**src/rtl/box_plotter.sv**
```systemverilog
// box_plotter: rectangle-fill engine for the VGA drawing path.
// Latches a base coordinate, box size and colour on start, then emits one
// pixel per cycle in raster order (x fastest) with a registered plot strobe.
// Optional build macro BOX_CLIP_EN: suppresses plot for pixels outside the
// SCREEN_W x SCREEN_H visible area or whose coordinate sum overflows.
module box_plotter #(
    parameter int X_W      = 8,
    parameter int Y_W      = 7,
    parameter int COLOUR_W = 3,
    parameter int DIM_W    = 4,
    parameter int SCREEN_W = 160,
    parameter int SCREEN_H = 120
) (
    input  logic                clk,
    input  logic                resetn,
    input  logic                start,
    input  logic                pause,
    input  logic [X_W-1:0]      x_in,
    input  logic [Y_W-1:0]      y_in,
    input  logic [DIM_W-1:0]    w_in,
    input  logic [DIM_W-1:0]    h_in,
    input  logic [COLOUR_W-1:0] colour_in,
    output logic                ready,
    output logic [X_W-1:0]      x_out,
    output logic [Y_W-1:0]      y_out,
    output logic [COLOUR_W-1:0] colour_out,
    output logic                plot,
    output logic                done
);

    typedef enum logic [1:0] {IDLE, DRAW, DONE} state_t;

    state_t state, state_nxt;

    logic [X_W-1:0]      xb;
    logic [Y_W-1:0]      yb;
    logic [DIM_W-1:0]    wb;
    logic [DIM_W-1:0]    hb;
    logic [COLOUR_W-1:0] col;
    logic [DIM_W-1:0]    dx;
    logic [DIM_W-1:0]    dy;

    logic latch_en;
    logic pix_en;
    logic dx_last;
    logic last_pix;
    logic in_view;

`ifdef BOX_CLIP_EN
    // One extra bit keeps the carry so an overflowing sum can be rejected.
    function automatic logic [X_W:0] sum_x(input logic [X_W-1:0] b, input logic [DIM_W-1:0] d);
        return {1'b0, b} + (X_W+1)'(d);
    endfunction

    function automatic logic [Y_W:0] sum_y(input logic [Y_W-1:0] b, input logic [DIM_W-1:0] d);
        return {1'b0, b} + (Y_W+1)'(d);
    endfunction

    logic [X_W:0] px_sum;
    logic [Y_W:0] py_sum;

    // Pixel coordinates plus visibility test against the screen bounds.
    always_comb begin
        px_sum  = sum_x(xb, dx);
        py_sum  = sum_y(yb, dy);
        in_view = !px_sum[X_W] && !py_sum[Y_W]
                  && (px_sum < (X_W+1)'(SCREEN_W))
                  && (py_sum < (Y_W+1)'(SCREEN_H));
    end
`else
    // Plain modular sums: coordinates wrap at the register width.
    function automatic logic [X_W-1:0] sum_x(input logic [X_W-1:0] b, input logic [DIM_W-1:0] d);
        return b + X_W'(d);
    endfunction

    function automatic logic [Y_W-1:0] sum_y(input logic [Y_W-1:0] b, input logic [DIM_W-1:0] d);
        return b + Y_W'(d);
    endfunction

    logic [X_W-1:0] px_sum;
    logic [Y_W-1:0] py_sum;

    // Pixel coordinates; every pixel is plotted in the unclipped build.
    always_comb begin
        px_sum  = sum_x(xb, dx);
        py_sum  = sum_y(yb, dy);
        in_view = 1'b1;
    end

    // Screen bounds only matter for clipping; tie them off here.
    logic unused_screen;
    assign unused_screen = SCREEN_W[0] ^ SCREEN_H[0];
`endif

    assign ready    = (state == IDLE);
    assign dx_last  = (dx == wb);
    assign last_pix = dx_last && (dy == hb);

    // State register.
    always_ff @(posedge clk) begin
        if (!resetn) state <= IDLE;
        else         state <= state_nxt;
    end

    // Next-state logic and datapath enables.
    always_comb begin
        state_nxt = state;
        latch_en  = 1'b0;
        pix_en    = 1'b0;
        case (state)
            IDLE: begin
                if (start) begin
                    latch_en  = 1'b1;
                    state_nxt = DRAW;
                end
            end
            DRAW: begin
                if (!pause) begin
                    pix_en = 1'b1;
                    if (last_pix) state_nxt = DONE;
                end
            end
            DONE:    state_nxt = IDLE;
            default: state_nxt = IDLE;
        endcase
    end

    // Box parameters, raster counters and registered pixel outputs.
    always_ff @(posedge clk) begin
        if (!resetn) begin
            xb         <= '0;
            yb         <= '0;
            wb         <= '0;
            hb         <= '0;
            col        <= '0;
            dx         <= '0;
            dy         <= '0;
            x_out      <= '0;
            y_out      <= '0;
            colour_out <= '0;
            plot       <= 1'b0;
            done       <= 1'b0;
        end else begin
            plot <= 1'b0;
            done <= (state == DONE);
            if (latch_en) begin
                xb  <= x_in;
                yb  <= y_in;
                wb  <= w_in;
                hb  <= h_in;
                col <= colour_in;
                dx  <= '0;
                dy  <= '0;
            end
            if (pix_en) begin
                x_out      <= px_sum[X_W-1:0];
                y_out      <= py_sum[Y_W-1:0];
                colour_out <= col;
                plot       <= in_view;
                if (dx_last) begin
                    dx <= '0;
                    dy <= dy + 1'b1;
                end else begin
                    dx <= dx + 1'b1;
                end
            end
        end
    end

endmodule

```
**config.mk**
```make
export PLATFORM = sky130hd
export DESIGN_NAME = box_plotter
export DESIGN_NICKNAME = d
export VERILOG_FILES = /design/src/rtl/box_plotter.sv
export SDC_FILE = /design/constraint.sdc
export NUM_CORES = 1
export LEC_CHECK = 0
export BUFFER_PORTS_ARGS = -buffer_cell sky130_fd_sc_hd__buf_2
export CAP_MARGIN = 25
export CORE_MARGIN = 4
export CORE_UTILIZATION = 45
export DETAILED_ROUTE_END_ITERATION = 7
export PLACE_DENSITY = 0.75
export SETUP_SLACK_MARGIN = 0.3
export SKIP_LAST_GASP = 1
export SLEW_MARGIN = 10
export SYNTH_ARGS = -nofsm -noshare
export SYNTH_HDL_FRONTEND = slang
export SYNTH_SLANG_ARGS = --single-unit
```
**constraint.sdc**
```tcl
create_clock -name clk -period 3.6 [get_ports clk]
set_input_delay 0.72 -clock clk [delete_from_list [all_inputs] [get_ports clk]]
set_output_delay 0.72 -clock clk [all_outputs]
set_load 0.005 [all_outputs]
```
==> flow_summary.toml, run 1 <==
[outcome]
status = "completed"

[placement]
dp_hpwl_mm = 4.17
gp_congestion = 0.886
port_buffers = 50

[worst_setup_path]
r2r-end = "y_out[4]"
crit_path_max_fanout = 6
r2r_slack_ns = 1.59
required_ns = 3.86
cpPeakStageDelay_ns = 0.46
crit_slowest_cell = "dfxtp_1"
crit_type = "reg2reg"
r2r_start = "dy[0]"
arrival_ns = 2.27
cp-end-kind = "flop"
crit_family = "compound AO/OA/AOI/OAI gates"
start_kind = "flop"
ff2ff_path_depth = 7
worst-path-buf-inv = 1
crit_chain = "ha_1, inv_1, fa_1, nor2b_1, o21ai_0, a2111oi_4, a311o_1"

[routing]
first_iter_violations = 171
vias = 2246
ant_nets = 0
via_per_inst = 5.27
wl_per_cell_um = 13.5
drt-pass1-iter-count = 4
drcViolationCount = 0
wl_mm = 5.74

[clocking]
cts_buffer_depth = 2
hold_buffers = 0
htreeDepth = 2
clk_latency_ns = 0.31
cts-resized-gates = 0
cts-root-buf = "clkbuf_8"
cts_tree = "built"
clk_pin_slew_ns = 0.10
clkSinkCount = 56
cts.repair_timing.setup_buffer_count = 0
cts_buffers = 5

[floorplanning]
dieArea_um2 = 7060
fp-row-count = 27
ios = 51
core_area_um2 = 5540
initial_core_util_pct = 47.0
die_w_um = 84.0
fp.dieH_um = 84.0

[logic_synthesis]
synthTopCellsByCount = "72 x nand2_1, 56 x dfxtp_1, 40 x a21oi_1, 15 x nand3_1, 15 x xnor2_1"
yosys.area.top_type = "dfxtp_1"
yosysMostFrequentCell = "nand2_1"
synth_cell_types = 49
synth_fp_nets = 352
yosysWarnings = 0
synth_flop_cell = "dfxtp_1"
syn-instance-count = 310
synth_edf_count = 0
synth_seq_cells = 56
netlist.area_leader.share_pct = 43.1
async_flop_share_pct = 0
synthTopCellsByArea = "dfxtp_1 43%, nand2_1 10%, a21oi_1 7.7%"
synth_area_um2 = 2600
seq_area_frac_synth_pct = 43.1
synth.avg_cell_area_um2 = 8.39

[sta]
slew_headroom_pct = 40.7
worst_pin_slew_ns = 0.890
setup_viol = 0
hold_viol = 0
fin_skew_ns = 0.0107
rsz0062_at_grt = "false"
min_period_ns = 2.01
slew_viol_final = 0
fin_crit_sh_pct = 56.0
fin_setup_tns_ns = 0
fmax_ghz = 0.496

[hold_path]
timing.hold.worst_path_depth = 2
hold_class = "reg2reg"
min_to = "colour_out[1]"
min_from = "col[1]"

[global_route]
grt-ovfl-total = 0
grt_pass1_vias = 2157
track_usage_pct = 17.0
grt_start_max_net_pins = 31
grt_antenna_before_repair = 0
grt_pass1_wl_mm = 9.96

[run]
maxCapViolations = 0

[finish]
fill_cells = 551
utilization_pct = 53.9
layout-drive-gt1-share_pct = 18.1
synthToLayoutAreaGrowth_pct = 14.8
diodes = 0
nets = 395

[pwr]
max-vdd-ir-drop_mv = 0.154
power_density_nw_per_um2 = 416
p_leak_nw = 1.20
-- layout make-up --
type                    instances  area [um^2]  area share (%)
repair buffers                 54          288            9.64
well taps                      72         90.1            3.02
clock inverters                 2         35.0            1.17
multi-input cells             223         1330            44.6
flip-flops and latches         56         1120            37.6
clock buffers                   6         72.6            2.43
inverters                      13         48.8            1.63
-- sequential cells by signal, indices dropped and copies added, names as in the netlist --
signal,flops
yb,7
plot,1
dy,4
x_out,8
done,1
xb,8
colour_out,3
wb,4
y_out,7
state,2
dx,4
col,3
hb,4
-- metal layers --
metal	part of all wire, %	global-route usage [%]
met1	48	22.4
met2	46	26.7
met3	4.1	3.85
met4	1.7	6.73
met5	0	0
-- cell families (layout without fill, tap and decap cells) --
family	count (synthesis)	in the layout	synth area share, %
flip-flops	56	56	43.1
AND/OR/NAND/NOR	118	118	20.2
XOR/XNOR	16	16	5.39
buffers and inverters	31	75	5.77
AO/OA/AOI/OAI	77	77	19.2
adder cells (fa/ha/maj)	12	12	6.35
-- where the power goes --
part	switching, mW	total, mW	internal [mW]
clock	0.202	0.409	0.207
sequential	0.0255	0.676	0.650
combinational	0.0934	0.156	0.0626
-- worst register-to-register path: stages (launching register included) --
cell and delay, ns:
dfxtp_1 0.46, ha_1 0.21, inv_1 0.05, fa_1 0.39, nor2b_1 0.16, o21ai_0 0.17, a2111oi_4 0.38, a311o_1 0.15
-- stage by stage --
step / hold slack [ns] / cells / cell area, um^2 / worst slack, ns / power, mW
after global placement: 0.444 / 417 / 2860 / 1.56 / 0.839
after global routing: 0.487 / 426 / 2990 / 1.45 / 1.30
after detailed placement: 0.451 / 417 / 2860 / 1.55 / 0.843
after floorplan: 0.432 / 310 / 2600 / 1.76 / 0.794
after CTS: 0.466 / 425 / 2970 / 1.59 / 1.25
final: 0.462 / 426 / 2990 / 1.59 / 1.24
-- layout by cell type, fill, tap and decap left out, types with 2 or more instances in the layout --
master / synthesis / routed
nand2b_1: 2 / 2
nor4_1: 2 / 2
nand4_1: 2 / 2
o211ai_1: 5 / 5
a32o_1: 2 / 2
nor3_1: 4 / 4
ha_1: 10 / 10
a21oi_1: 40 / 40
o21ai_1: 2 / 2
a211o_1: 2 / 2
buf_4: 4 / 3
nand3_1: 15 / 15
o31ai_1: 2 / 2
o2111ai_1: 2 / 2
o21ai_0: 6 / 6
buf_2: 3 / 50
dfxtp_1: 56 / 56
nand2_1: 72 / 72
inv_1: 12 / 12
a211oi_1: 4 / 4
a311o_1: 2 / 2
fa_1: 2 / 2
nor2_1: 10 / 10
clkbuf_8: 0 / 5
xnor2_1: 15 / 15
-- worst max-delay path by stage --
stage	start	to	slack [ns]	cells after the start
after floorplan	dy[0]	y_out[4]	1.76	7
after global placement	pause	y_out[4]	1.56	3
after detailed placement	pause	y_out[4]	1.55	3
after CTS	dy[0]	y_out[4]	1.59	7
after global routing	dy[0]	y_out[4]	1.45	7
final	dy[0]	y_out[4]	1.59	7
(Power assumes the default switching activity.)
==> run 2: changes to the inputs <==
- ABC_AREA: default -> 1
- PLACE_DENSITY: 0.75 -> 0.77
- clock period: 3.6 -> 1.7 ns (I/O delays scaled with it)
==> flow_summary.toml, run 2 <==
[outcome]
status = "completed"

[floorplanning]
fp-row-count = 28
ios = 51
dieArea_um2 = 7400
fp.dieH_um = 86.0
core_area_um2 = 5920
die_w_um = 86.0
initial_core_util_pct = 46.3

[global_route]
track_usage_pct = 16.2
grt_pass1_wl_mm = 9.61
grt_pass1_vias = 2224
grt_start_max_net_pins = 39
grt_antenna_before_repair = 0
grt-ovfl-total = 0

[worst_setup_path]
worst-path-buf-inv = 2
crit_path_max_fanout = 3
start_kind = "flop"
path_common_cell = "nor2_2"
cp-end-kind = "flop"
cp-startpoint = "dy[0]"
r2r_start = "dy[0]"
crit_slowest_cell = "dfxtp_4"
cpPeakStageDelay_ns = 0.36
crit_family = "adder cells"
required_ns = 1.96
crit_type = "reg2reg"
arrival_ns = 1.74
r2r_slack_ns = 0.22
crit_chain = "ha_4, inv_2, fa_2, nor2_2, nor2_2, or2_4, nand3_2, nand2_1, inv_1"

[routing]
wl_mm = 6.19
via_per_inst = 4.93
drcViolationCount = 0
drt-pass1-iter-count = 4
wl_per_cell_um = 12.1
first_iter_violations = 132
vias = 2517
ant_nets = 0

[logic_synthesis]
yosysMostFrequentCell = "nand2_1"
synth_flop_cell = "dfxtp_1"
seq_area_frac_synth_pct = 40.9
synth_cell_types = 31
yosys.area.top_type = "dfxtp_1"
synth_fp_nets = 418
synthTopCellsByCount = "80 x nand2_1, 56 x dfxtp_1, 50 x nor2_1, 38 x inv_1, 35 x o21ai_0"
syn-instance-count = 376
netlist.area_leader.share_pct = 40.9
synth.avg_cell_area_um2 = 7.29
synth_edf_count = 0
yosysWarnings = 0
synth_seq_cells = 56
async_flop_share_pct = 0
synth_area_um2 = 2740
synthTopCellsByArea = "dfxtp_1 41%, nand2_1 11%, nor2_1 6.8%"

[clocking]
htreeDepth = 2
clk_pin_slew_ns = 0.09
cts_tree = "built"
clk_latency_ns = 0.31
cts-root-buf = "clkbuf_8"
cts_buffers = 5
cts_buffer_depth = 2
clkSinkCount = 56

[placement]
dp_cells = 491
dp_hpwl_mm = 4.23
port_buffers = 50
place_ws_ns = 0.188
postPlaceCellArea_um2 = 3070
gp_congestion = 0.862

[finish]
layout-drive-gt1-share_pct = 28.9
largestRegisters = "x_out x8, xb x8"
fill_cells = 540
synthToLayoutAreaGrowth_pct = 25.1
nets = 477
final_cell_mix = "77 x nand2_1, 50 x buf_2, 48 x nor2_1"
diodes = 0
instances_no_fill = 511
fin_area_um2 = 3430
layout_commonest_cell = "nand2_1"

[pwr]
p_leak_nw = 1.58
max-vdd-ir-drop_mv = 0.366
power_density_nw_per_um2 = 880

[sta]
rsz0062_at_grt = "true"
fin_crit_sh_pct = 86.9
slew_headroom_pct = 81.8
min_period_ns = 1.48
slew_viol_final = 0
fmax_ghz = 0.677
fin_setup_tns_ns = 0
fin_skew_ns = 0.0111
setup_viol = 0
worst_pin_slew_ns = 0.270
hold_viol = 0
setup_ws_ns = 0.223

[run]
maxCapViolations = 0

[hold_path]
min_from = "x_in[7]"
hold_class = "in2reg"
[run 2: cell types whose count changed after synthesis, sizes merged, moves of 5 or more]
cell,change
o21a,+5
a21oi,-12
nand4,+6
nand3,+7
inv,+31
nand2,+10
xnor2,-12
nor2,+42
o21ai,+27
[run 2: timing repair]
item,CTS,global route
gates resized for setup,10,25
pin swaps,5,14
setup buffers,3,9
gates cloned,0,0
endpoints found under the setup margin,11,42
hold buffers,0,0
[run 2: cell families after synthesis]
| kind of cell | synth area share (%) |
|---|---|
| adders and majority gates | 6.03 |
| and+or+nand+nor | 27.5 |
| DFF | 40.9 |
| xor gates and xnor gates | 1.92 |
| AOI/OAI and AO/OA | 13.7 |
| buffers and inverters | 9.95 |
[run 2: worst paths after layout]
kind / depth (start not counted) / to
worst max register to register: 9 / y_out[4]
worst max-delay path: 9 / y_out[4]
worst min register to register: 2 / colour_out[0]
worst min-delay path: 3 / xb[7]
[run 2: area by class of cell]
class	count	area (um^2)	area share (%)
Clock buffer	7	96.3	2.81
Clock inverter	1	30.0	0.876
Inverter	43	176	5.15
Multi-Input combinational cell	262	1490	43.5
Sequential cell	56	1150	33.5
Tap cell	75	93.8	2.74
Timing Repair Buffer	67	394	11.5
[run 2: through the flow]
step / hold slack, ns / power (mW) / util, %
after detailed placement: 0.461 / 2.03 / 51.8
after global routing: 0.275 / 3.17 / 57.9
after global placement: 0.452 / 2.02 / 51.8
after floorplan: 0.439 / 1.89 / -
final: 0.274 / 3.02 / 57.9
after CTS: 0.264 / 2.98 / 54.8
[run 2: worst min-delay path: stages]
cell	delay [ns]
buf_2	0.07
o21ai_0	0.07
nor2_1	0.07
[run 2: metal layers]
metal  global-route usage [%]  vias up  wire [um]  share of wire (%)
li1                         -     1326          -                  -
met2                     27.9       44       3220                 52
met3                     3.17        9        258                4.2
met4                     7.19        0        107                1.7
met5                        0        -          0                  0
met1                     19.5     1138       2600                 42
[run 2: power breakdown]
group          internal, mW  total (mW)  switching [mW]
sequential             1.42        1.50          0.0817
clock                 0.520       0.938           0.418
combinational         0.252       0.582           0.330
total                  2.19        3.02           0.830
==> run 3: changes to the inputs <==
- PLACE_DENSITY: 0.77 -> 0.75
- REMOVE_ABC_BUFFERS: default -> 1
- clock period: 1.7 -> 1.85 ns (I/O delays scaled with it)
==> flow_summary.toml, run 3 (synthesis results as in run 2) <==
[routing]
wl_mm = 6.13
vias = 2483
via_per_inst = 4.95
ant_nets = 0
drcViolationCount = 0
drt-pass1-iter-count = 4
first_iter_violations = 127
wl_per_cell_um = 12.2

[worst_setup_path]
ff2ff_path_depth = 9
start_kind = "flop"
r2r_start = "dy[0]"
cpPeakStageDelay_ns = 0.36
crit_path_max_fanout = 3
arrival_ns = 1.80
crit_chain = "ha_4, inv_1, fa_2, nor2_2, nor2_1, or2_2, nand3_1, nand2_1, inv_1"
crit_type = "reg2reg"
r2r_slack_ns = 0.30
cp-end-kind = "flop"
required_ns = 2.11
crit_slowest_cell = "dfxtp_2"
cp-startpoint = "dy[0]"
path_common_cell = "inv_1"

[sta]
min_period_ns = 1.55
setup_ws_ns = 0.303
fin_crit_sh_pct = 83.6
fin_hold_ws_ns = 0.303
slew_viol_final = 0
setup_viol = 0
fin_skew_ns = 0.00779
rsz0062_at_grt = "true"
fmax_ghz = 0.647
slew_headroom_pct = 68.5
fin_setup_tns_ns = 0
worst_pin_slew_ns = 0.472
hold_viol = 0

[outcome]
status = "completed"

[hold_path]
hold_class = "in2reg"
timing.hold.worst_path_depth = 3
min_from = "colour_in[2]"

[finish]
fill_cells = 575
final_cell_mix = "80 x nand2_1, 50 x buf_2, 49 x nor2_1"
synthToLayoutAreaGrowth_pct = 18.8
utilization_pct = 55.0
layout_commonest_cell = "nand2_1"
seqCellArea_um2 = 1140
nets = 468
largestRegisters = "x_out x8, xb x8"
layout-drive-gt1-share_pct = 23.9
multiInputGateArea_um2 = 1430
instances_no_fill = 502
diodes = 0
fin_area_um2 = 3250

[floorplanning]
die_w_um = 86.0
ios = 51
core_area_um2 = 5920
dieArea_um2 = 7400
initial_core_util_pct = 46.3
fp.dieH_um = 86.0
fp-row-count = 28

[clocking]
hold_buffers = 0
clk_latency_ns = 0.31
cts_buffer_depth = 2
cts-root-buf = "clkbuf_8"
clkSinkCount = 56
cts_buffers = 5
cts_tree = "built"
clk_pin_slew_ns = 0.10
htreeDepth = 2

[placement]
port_buffers = 50
dp_hpwl_mm = 4.24
gp_congestion = 0.856
dp_cells = 491
postPlaceCellArea_um2 = 3010
place_ws_ns = 0.164

[global_route]
grt_start_max_net_pins = 39
grt_pass1_vias = 2311
grt_antenna_before_repair = 0
grt-ovfl-total = 0
track_usage_pct = 16.8
grt_pass1_wl_mm = 10.1

[pwr]
power.total_mw = 2.70
p_leak_nw = 1.51
power_density_nw_per_um2 = 829
max-vdd-ir-drop_mv = 0.378

[run]
maxCapViolations = 0
-- run 3: timing repair --
item / CTS / global route
setup endpoints to repair: 8 / 10
hold endpoints to repair: 0 / 0
resized for setup: 11 / 14
pin swaps: 3 / 7
buffers inserted: 2 / 1
-- run 3: layout make-up --
class,instances,area share (%)
Inverter,43,5.11
Sequential cell,56,34.9
Tap cell,75,2.88
Timing Repair Buffer,58,9.53
Clock buffer,6,2.54
Clock inverter,2,1.19
Multi-Input combinational cell,262,43.8
-- run 3: where the power goes --
| group | internal [mW] | switching, mW | total (mW) |
|---|---|---|---|
| logic | 0.192 | 0.282 | 0.474 |
| clock network | 0.443 | 0.401 | 0.844 |
| registers | 1.30 | 0.0735 | 1.38 |
-- run 3: worst max-delay path, delay by kind of cell, from the launching register on --
family	cells	cell delay, ns
AND/OR/NAND/NOR	5	0.56
flip-flops	1	0.36
adder cells (fa/ha/maj)	2	0.49
buffers and inverters	2	0.09
-- run 3: worst paths after layout --
path                                      end
worst max-delay path                 y_out[4]
worst min-delay path                   col[2]
worst max register to register       y_out[4]
worst min register to register  colour_out[0]
-- run 3: metal layers --
| metal | vias up | routed length, um | track usage [%] |
|---|---|---|---|
| li1 | 1308 | - | - |
| met1 | 1114 | 2820 | 21.3 |
| met2 | 56 | 2970 | 28.0 |
| met3 | 5 | 284 | 4.03 |
| met4 | 0 | 53 | 5.32 |
| met5 | - | 0 | 0 |
